<file path="src/rtl/csc_pkg.sv">
// rtl/csc_pkg.sv - mode encodings, coefficient/offset tables and latency for ycbcr_csc
package csc_pkg;

  typedef enum logic [1:0] {
    MODE_601_FULL = 2'd0,
    MODE_709_FULL = 2'd1,
    MODE_601_LIM  = 2'd2,
    MODE_BYPASS   = 2'd3
  } mode_e;

  localparam int CSC_LAT = 4;

  // [mode][Y,Cb,Cr][R,G,B] at 8 fractional bits; bypass is an exact unity routing matrix
  localparam int COEF_TBL [4][3][3] = '{
    '{'{ 77, 150,  29}, '{-43,  -85, 128}, '{128, -107, -21}},
    '{'{ 54, 183,  19}, '{-29,  -99, 128}, '{128, -116, -12}},
    '{'{ 66, 129,  25}, '{-38,  -74, 112}, '{112,  -94, -18}},
    '{'{  0, 256,   0}, '{  0,    0, 256}, '{256,    0,   0}}
  };

  localparam logic [7:0] OFF_TBL [4][3] = '{
    '{8'd0,  8'd128, 8'd128},
    '{8'd0,  8'd128, 8'd128},
    '{8'd16, 8'd128, 8'd128},
    '{8'd0,  8'd0,   8'd0}
  };

endpackage

</file>
<file path="src/rtl/csc_dot3.sv">
// rtl/csc_dot3.sv - one output component: products, offset sum, round/shift/clamp (3 stages)
module csc_dot3
  import csc_pkg::*;
#(
  parameter int DW   = 8,
  parameter int FRAC = 8
) (
  input  logic                   clk,
  input  logic                   rst,
  input  logic [DW-1:0]          x0_i,
  input  logic [DW-1:0]          x1_i,
  input  logic [DW-1:0]          x2_i,
  input  logic signed [FRAC+2:0] c0_i,
  input  logic signed [FRAC+2:0] c1_i,
  input  logic signed [FRAC+2:0] c2_i,
  input  logic [7:0]             off_i,
  output logic [DW-1:0]          res_o
);

  localparam int PW  = DW + FRAC + 4;
  localparam int SW  = DW + FRAC + 5;
  localparam int OSH = DW - 8 + FRAC;
  localparam logic signed [SW-1:0] RND  = SW'(2 ** (FRAC - 1));
  localparam logic signed [SW-1:0] MAXV = SW'((2 ** DW) - 1);

  logic signed [PW-1:0] p0_d, p1_d, p2_d, p0_q, p1_q, p2_q;
  logic [7:0]           off_d, off_q;
  logic signed [SW-1:0] sum_d, sum_q, shf;
  logic [DW-1:0]        res_d, res_q;

  always_comb begin
    p0_d  = PW'(c0_i) * PW'($signed({1'b0, x0_i}));
    p1_d  = PW'(c1_i) * PW'($signed({1'b0, x1_i}));
    p2_d  = PW'(c2_i) * PW'($signed({1'b0, x2_i}));
    off_d = off_i;
    sum_d = SW'(p0_q) + SW'(p1_q) + SW'(p2_q)
          + (SW'($signed({1'b0, off_q})) <<< OSH) + RND;
    shf   = sum_q >>> FRAC;
    if (shf[SW-1]) begin
      res_d = '0;
    end else if (shf > MAXV) begin
      res_d = '1;
    end else begin
      res_d = shf[DW-1:0];
    end
  end

  always_ff @(posedge clk) begin
    if (rst) begin
      p0_q  <= '0;
      p1_q  <= '0;
      p2_q  <= '0;
      off_q <= '0;
      sum_q <= '0;
      res_q <= '0;
    end else begin
      p0_q  <= p0_d;
      p1_q  <= p1_d;
      p2_q  <= p2_d;
      off_q <= off_d;
      sum_q <= sum_d;
      res_q <= res_d;
    end
  end

  assign res_o = res_q;

endmodule

</file>
<file path="src/rtl/ycbcr_csc.sv">
// rtl/ycbcr_csc.sv - RGB to YCbCr converter with frame-latched mode and optional 4:2:2 output
module ycbcr_csc
  import csc_pkg::*;
#(
  parameter int DW   = 8,
  parameter int FRAC = 8
) (
  input  logic            clk,
  input  logic            rst,
  input  logic            hsync_i,
  input  logic            vsync_i,
  input  logic            de_i,
  input  logic [3*DW-1:0] data_i,
  input  logic [1:0]      mode_i,
  input  logic            out422_i,
  output logic            hsync_o,
  output logic            vsync_o,
  output logic            de_o,
  output logic [DW-1:0]   data_y,
  output logic [DW-1:0]   data_cb,
  output logic [DW-1:0]   data_cr
);

  localparam int CW = FRAC + 3;

  mode_e                mode_d, mode_q;
  logic                 o422_d, o422_q, vs_prev_d, vs_prev_q;
  logic [CSC_LAT-1:0]   hs_sr_d, hs_sr_q, vs_sr_d, vs_sr_q, de_sr_d, de_sr_q;
  logic [CSC_LAT-2:0]   fmt_sr_d, fmt_sr_q;
  logic signed [CW-1:0] coef [3][3];
  logic [7:0]           off [3];
  logic [DW-1:0]        comp [3];
  logic [DW-1:0]        y_d, y_q, cb_d, cb_q, cr_d, cr_q, hold_d, hold_q;
  logic                 phase_d, phase_q, ph;

  always_comb begin
    mode_d    = mode_q;
    o422_d    = o422_q;
    vs_prev_d = vsync_i;
    if (vsync_i && !vs_prev_q) begin
      mode_d = mode_e'(mode_i);
      o422_d = out422_i;
    end
    hs_sr_d  = {hs_sr_q[CSC_LAT-2:0], hsync_i};
    vs_sr_d  = {vs_sr_q[CSC_LAT-2:0], vsync_i};
    de_sr_d  = {de_sr_q[CSC_LAT-2:0], de_i};
    // format bit travels with its pixel so stage 4 sees the setting the pixel entered with
    fmt_sr_d = {fmt_sr_q[CSC_LAT-3:0], o422_q};
    for (int k = 0; k < 3; k++) begin
      off[k] = OFF_TBL[mode_q][k];
      for (int i = 0; i < 3; i++) begin
        coef[k][i] = CW'(COEF_TBL[mode_q][k][i] <<< (FRAC - 8));
      end
    end
  end

  for (genvar k = 0; k < 3; k++) begin : g_comp
    csc_dot3 #(.DW(DW), .FRAC(FRAC)) u_dot3 (
      .clk   (clk),
      .rst   (rst),
      .x0_i  (data_i[3*DW-1 -: DW]),
      .x1_i  (data_i[2*DW-1 -: DW]),
      .x2_i  (data_i[DW-1:0]),
      .c0_i  (coef[k][0]),
      .c1_i  (coef[k][1]),
      .c2_i  (coef[k][2]),
      .off_i (off[k]),
      .res_o (comp[k])
    );
  end

  // stage 4: phase restarts whenever the previous output cycle was blanking
  always_comb begin
    y_d     = '0;
    cb_d    = '0;
    cr_d    = '0;
    hold_d  = '0;
    phase_d = 1'b0;
    ph      = de_sr_q[CSC_LAT-1] ? phase_q : 1'b0;
    if (de_sr_q[CSC_LAT-2]) begin
      y_d     = comp[0];
      phase_d = ~ph;
      if (fmt_sr_q[CSC_LAT-2]) begin
        cb_d   = ph ? hold_q : comp[1];
        hold_d = ph ? hold_q : comp[2];
      end else begin
        cb_d = comp[1];
        cr_d = comp[2];
      end
    end
  end

  always_ff @(posedge clk) begin
    if (rst) begin
      mode_q    <= MODE_601_FULL;
      o422_q    <= 1'b0;
      // a vsync already high across reset release is not a fresh frame start
      vs_prev_q <= vsync_i;
      hs_sr_q   <= '0;
      vs_sr_q   <= '0;
      de_sr_q   <= '0;
      fmt_sr_q  <= '0;
      y_q       <= '0;
      cb_q      <= '0;
      cr_q      <= '0;
      hold_q    <= '0;
      phase_q   <= 1'b0;
    end else begin
      mode_q    <= mode_d;
      o422_q    <= o422_d;
      vs_prev_q <= vs_prev_d;
      hs_sr_q   <= hs_sr_d;
      vs_sr_q   <= vs_sr_d;
      de_sr_q   <= de_sr_d;
      fmt_sr_q  <= fmt_sr_d;
      y_q       <= y_d;
      cb_q      <= cb_d;
      cr_q      <= cr_d;
      hold_q    <= hold_d;
      phase_q   <= phase_d;
    end
  end

  assign hsync_o = hs_sr_q[CSC_LAT-1];
  assign vsync_o = vs_sr_q[CSC_LAT-1];
  assign de_o    = de_sr_q[CSC_LAT-1];
  assign data_y  = y_q;
  assign data_cb = cb_q;
  assign data_cr = cr_q;

endmodule
</file>
<file path="config.mk">
export PLATFORM = sky130hd
export DESIGN_NAME = ycbcr_csc
export DESIGN_NICKNAME = d
export VERILOG_FILES = /design/src/rtl/csc_pkg.sv /design/src/rtl/csc_dot3.sv /design/src/rtl/ycbcr_csc.sv
export SDC_FILE = /design/constraint.sdc
export NUM_CORES = 1
export LEC_CHECK = 0
export CAP_MARGIN = 20
export CORE_ASPECT_RATIO = 0.6
export CORE_MARGIN = 5
export CORE_UTILIZATION = 35
export DETAILED_ROUTE_END_ITERATION = 8
export HOLD_SLACK_MARGIN = 0.08
export PLACE_DENSITY = 0.62
export SLEW_MARGIN = 20
export SYNTH_ARGS = -nofsm -noshare
export SYNTH_HDL_FRONTEND = slang
export SYNTH_SLANG_ARGS = --single-unit
</file>
<file path="constraint.sdc">
create_clock -name clk -period 8.9 [get_ports clk]
set_input_delay 1.78 -clock clk [delete_from_list [all_inputs] [get_ports clk]]
set_output_delay 1.78 -clock clk [all_outputs]
set_load 0.05 [all_outputs]
</file>
Yosys cells after proc, flatten, opt, wreduce, memory -nomap -nowiden
Cells that the tools add are included. Widths: inputs -> output; s select.

Register bits after elaboration: 343. Bits of input ports: 32. Output and inout bits: 27. Logic and storage cells: 79.

$add $sub $neg: 12. $mul: 9. $lt $le $gt $ge: 4. Muxes and demuxes: 12. Bitwise logic cells: 4. Reductions and logical operators: 8.

Operators by type and width (count): $bmux 288 s2 (1); $mux 267 (2); $mul 11x9->20 (9); $add 20x20->21 (3); $add 21x17->21 (3); $add 21x20->21 (3); $add 21x9->21 const B (3); $bmux 24 s2 (1); $mux 24 (2); $mux 8 (5); $gt 13x9->1 const B (3); $reduce_or 2->1 (4); $reduce_or 3->1 (2); $ge 3x3->1 const B (1); $not 1->1 (3); $not 2->3 (1); $logic_and 1x1->1 (1); $logic_not 1->1 (1); $mux 1 (1).

Logic depth before layout (Yosys ltp)
Depth after elaboration: 5. Mapped depth: 24. Gate-level depth less buffers: 21.

Modules after synthesis
From an unflattened synthesis, not the netlist that was laid out.

Cell total of the unflattened synthesis: 4854. Area, all modules: 43462.9 sq um.

Modules (own cells, without submodules): csc_dot3 (g_comp[1].u_dot3) (times used 1, cells each 1592, area an instance 14123.5 sq um, seq. area each 1781.7 sq um); csc_dot3 (g_comp[0].u_dot3) (times used 1, cells each 1555, area an instance 13892.1 sq um, seq. area each 1781.7 sq um); csc_dot3 (g_comp[2].u_dot3) (times used 1, cells each 1547, area an instance 13802.0 sq um, seq. area each 1781.7 sq um); ycbcr_csc (times used 1, cells each 160, area an instance 1645.3 sq um, seq. area each 1041.0 sq um).

Worst setup path after synthesis
Ideal clock, no wire load.

Kind: input to register. Start point: input port data_i[15]. End point: register g_comp[0].u_dot3.p1_q[16]. Setup time: 121 ps. Arrival time: 6059 ps. Required time: 8779 ps. Slack: 2720 ps. Stages on the path: 17. Buffers on the path: 1. Cells stage by stage: clkbuf_1 > nor2b_1 > ha_1 > fa_1 > inv_1 > fa_1 > inv_1 > fa_1 > inv_1 > ha_1 > a21oi_1 > o21ai_0 > a31o_2 > a211oi_1 > o21ai_0 > a21oi_1 > mux2_2.

Word-level cells in the longest chain between the ends: 1.

Ends and longest elaborated chain: start, declared (line ycbcr_csc.sv:13) `input logic [3*DW-1:0] data_i,`; $mul 11x9->20 (line csc_dot3.sv:33) `p1_d = PW'(c1_i) * PW'($signed({1'b0, x1_i}));`; end signal, assigned (line csc_dot3.sv:58) `p1_q <= p1_d;`; end, declared (line csc_dot3.sv:26) `logic signed [PW-1:0] p0_d, p1_d, p2_d, p0_q, p1_q, p2_q;`.

Every way passes these cells. A chain may end at the register's enable or synchronous reset.

Worst setup path in the final report
Start point: input port data_i[8]. End point: register g_comp[1].u_dot3.p1_q[18].

Word-level cells in the longest chain between the ends: 1.

Ends and longest elaborated chain (line): $mul 11x9->20 (csc_dot3.sv:33); end signal, assigned (csc_dot3.sv:58); end, declared (csc_dot3.sv:26).

Every way passes these cells.

==> impl_metrics.ini <==
[floorplan]
core_mm2 = 0.0777
ios = 59
die-area_mm2 = 0.0844
die_w_um = 372
fp.dieH_um = 227
rows = 79
start_util = 0.354

[power_and_ir_drop]
clkPwrFrac = 0.136
p_leak_nw = 15.7
p_comb_frac = 0.677
intPower_mw = 5.05
switching_share = 0.471
vdd_drop_max_mv = 0.214
switchingPower_mw = 4.50
sequentialPowerShare = 0.187
p_per_area_mw_per_mm2 = 316

[global_route]
grt_usage = 0.165
grt_first_pass_wirelength_mm = 109
grt_pass1_vias = 18800
gr-total-overflow = 0
grt_max_degree = 85
antenna_found_initial = 4

[yosys]
ys_seq_elements = 276
synth_warnings = 0
synth_compound_area_frac = 0.0891
synthAdderAreaFrac = 0.438
synth_edf_count = 0
async_flop_share = 0
synth.top_cell.area_share = 0.225
synth_xor_area_frac = 0.0507
synth_nets = 3783
synthMuxAreaShare = 0.00355
synthCells = 2975
synth_seq_area_share = 0.201
avgSynthCellArea_um2 = 9.24
yosysMostFrequentCell = inv_1
synth_area_leader_cell = fa_1
synth_cell_type_count = 69
synthTopCellsByArea = fa_1 (23%), ha_1 (21%), dfxtp_1 (20%)
synth_area_mm2 = 0.0275
yosys.area_share.simple = 0.124
synth_common_cells = inv_1 (609), ha_1 (467), fa_1 (309)
synthFlopType = dfxtp_1
synth_top_family_by_area = adder cells

[clocking]
cts_tree = yes
cts_hold_buf = 0
clockBufferDepth = 3
cts.sinks = 276
cts.clk_slew.worst_paths_ns = 0.07
cts_root_buf = clkbuf_16
cts_buffers = 28
postCtsSetupBuffers = 0
h-tree-depth = 1
insertion_delay_ns = 0.58
ctsResizeCount = 0

[sta]
max_freq_mhz = 149
fin_ws_ns = 2.20
fin_crit_ns = 6.70
hold_violations = 0
clock_skew_ns = 0.00912
worstMarginPinSlew_ns = 0.996
rsz0062_at_grt = no
relSlewSlack = 0.335
tns_ns = 0
setup-violations-final = 0
min_period_over_period = 0.752
drv_slew = 0

[critical_path]
crit_required_ns = 9.37
critPathKind = in2reg
cp-start-kind = input pin
cp-end-kind = register
cp_data_arrival_time_ns = 7.17
cp_max_fo = 9

[min_path]
hp-class = reg2reg

[drt]
drtAntennaViolNets = 0
via_per_inst = 4.63
dr.first_iter.drc_count = 1414
vias = 18900
wire_per_inst_um = 16.8
drc = 0
drt_pass1_iterations = 5
routed_wl_mm = 68.7

[place]
io_buffer_count = 58
dpl.hpwl_mm = 58.4
dp_slack_ns = 1.66
routabilityCongestion = 0.953

[cells_and_area]
drive_above_1_share = 0.0274
syn_to_final_growth_pct = 10.0
finalNetCount = 3814

[run]
maxCapViolCount = 0

[run_status]
outcome = complete, no violations
## registers in the layout, indices dropped and copies added, names as in the netlist, 24 cells and up
signal               flops
g_comp.u_dot3.sum_q     38
g_comp.u_dot3.p2_q      50
g_comp.u_dot3.p1_q      58
g_comp.u_dot3.res_o     24
g_comp.u_dot3.p0_q      52
## cell usage in the layout (no fill, tap or decap), drive strengths merged, types with 6 or more instances in the layout
cell	count
a2111oi	7
bufinv	6
ha	467
dfxtp	276
or3	6
o21bai	21
and2	99
a211oi	11
mux2	6
buf	14
nor3b	8
a31oi	12
o21ai	51
nor2	213
and3	13
nor2b	108
nor3	27
clkinv	6
nand2	150
a21o	53
inv	610
nand2b	31
nand3	25
o31ai	7
a21oi	134
xor2	68
clkbuf	38
clkdlybuf4s50	57
o21a	34
xnor2	91
fa	309
a41oi	6
## cell families (layout without fill, tap and decap cells)
family                     count (synthesis)  after routing
AOI/OAI and AO/OA                        374            374
xor gates and xnor gates                 159            159
adders and majority gates                778            778
buffers and inverters                    681            732
DFF                                      276            276
muxes                                      9              9
other                                      0              2
and+or+nand+nor                          698            698
## power groups by stage
stage / registers, mW / logic (mW) / clock network (mW)
global route: 1.82 / 7.33 / 1.39
finish: 1.79 / 6.46 / 1.30
floorplan: 1.72 / 4.79 / 0
CTS: 1.79 / 6.41 / 1.33
global placement: 1.81 / 6.28 / 0
detailed placement: 1.81 / 6.34 / 0
## metrics by stage
step | total power [mW] | cell area (um^2) | util | std cells | hold WS, ns
2_1_floorplan | 6.51 | 27500 | - | 2975 | 0.406
3_3_place_gp | 8.09 | 29200 | 0.376 | 4029 | 0.413
3_5_place_dp | 8.16 | 29200 | 0.376 | 4029 | 0.411
4_1_cts | 9.53 | 30200 | 0.389 | 4079 | 0.426
5_1_grt | 10.5 | 30200 | 0.389 | 4079 | 0.445
6_report | 9.55 | 30200 | 0.389 | 4081 | 0.424
## path summary, 6_finish.rpt
kind              slack, ns                        end  cells past startpoint                      start
setup / recovery       2.20  g_comp[1].u_dot3.p1_q[18]                     17                  data_i[8]
hold / removal         0.42                  data_y[4]                      1  g_comp[0].u_dot3.res_o[4]
setup reg to reg       2.54  g_comp[1].u_dot3.p0_q[14]                     19                  mode_q[0]
hold reg to reg        0.42                  data_y[4]                      1  g_comp[0].u_dot3.res_o[4]
## layout make-up
class / instances / area (um^2)
well taps: 1053 / 1320
clock buffers: 38 / 778
repair buffers: 71 / 679
fillers: 7861 / 47500
clock inverters: 12 / 235
diodes: 2 / 5.00
flip-flops and latches: 276 / 5530
inverters: 611 / 2290
multi-input cells: 2018 / 19400
## per-layer routing
metal	share of wire	vias to the layer above	global-route usage
met1	0.53	8885	0.267
met4	0.012	2	0.0201
met5	0.00019	-	0
li1	-	9435	-
met2	0.35	535	0.208
met3	0.11	54	0.0624
## critical path, stage by stage
cell	delay (ns)
clkdlybuf4s50_1	0.84
nand2b_1	0.25
fa_1	0.71
inv_1	0.14
fa_1	0.46
fa_1	0.49
inv_1	0.06
fa_1	0.55
inv_1	0.05
ha_1	0.36
a21o_1	0.20
a21oi_1	0.15
o21ai_0	0.09
a211oi_1	0.53
o211ai_1	0.18
a21o_1	0.18
and3_1	0.16
(Power assumes the default switching activity.)
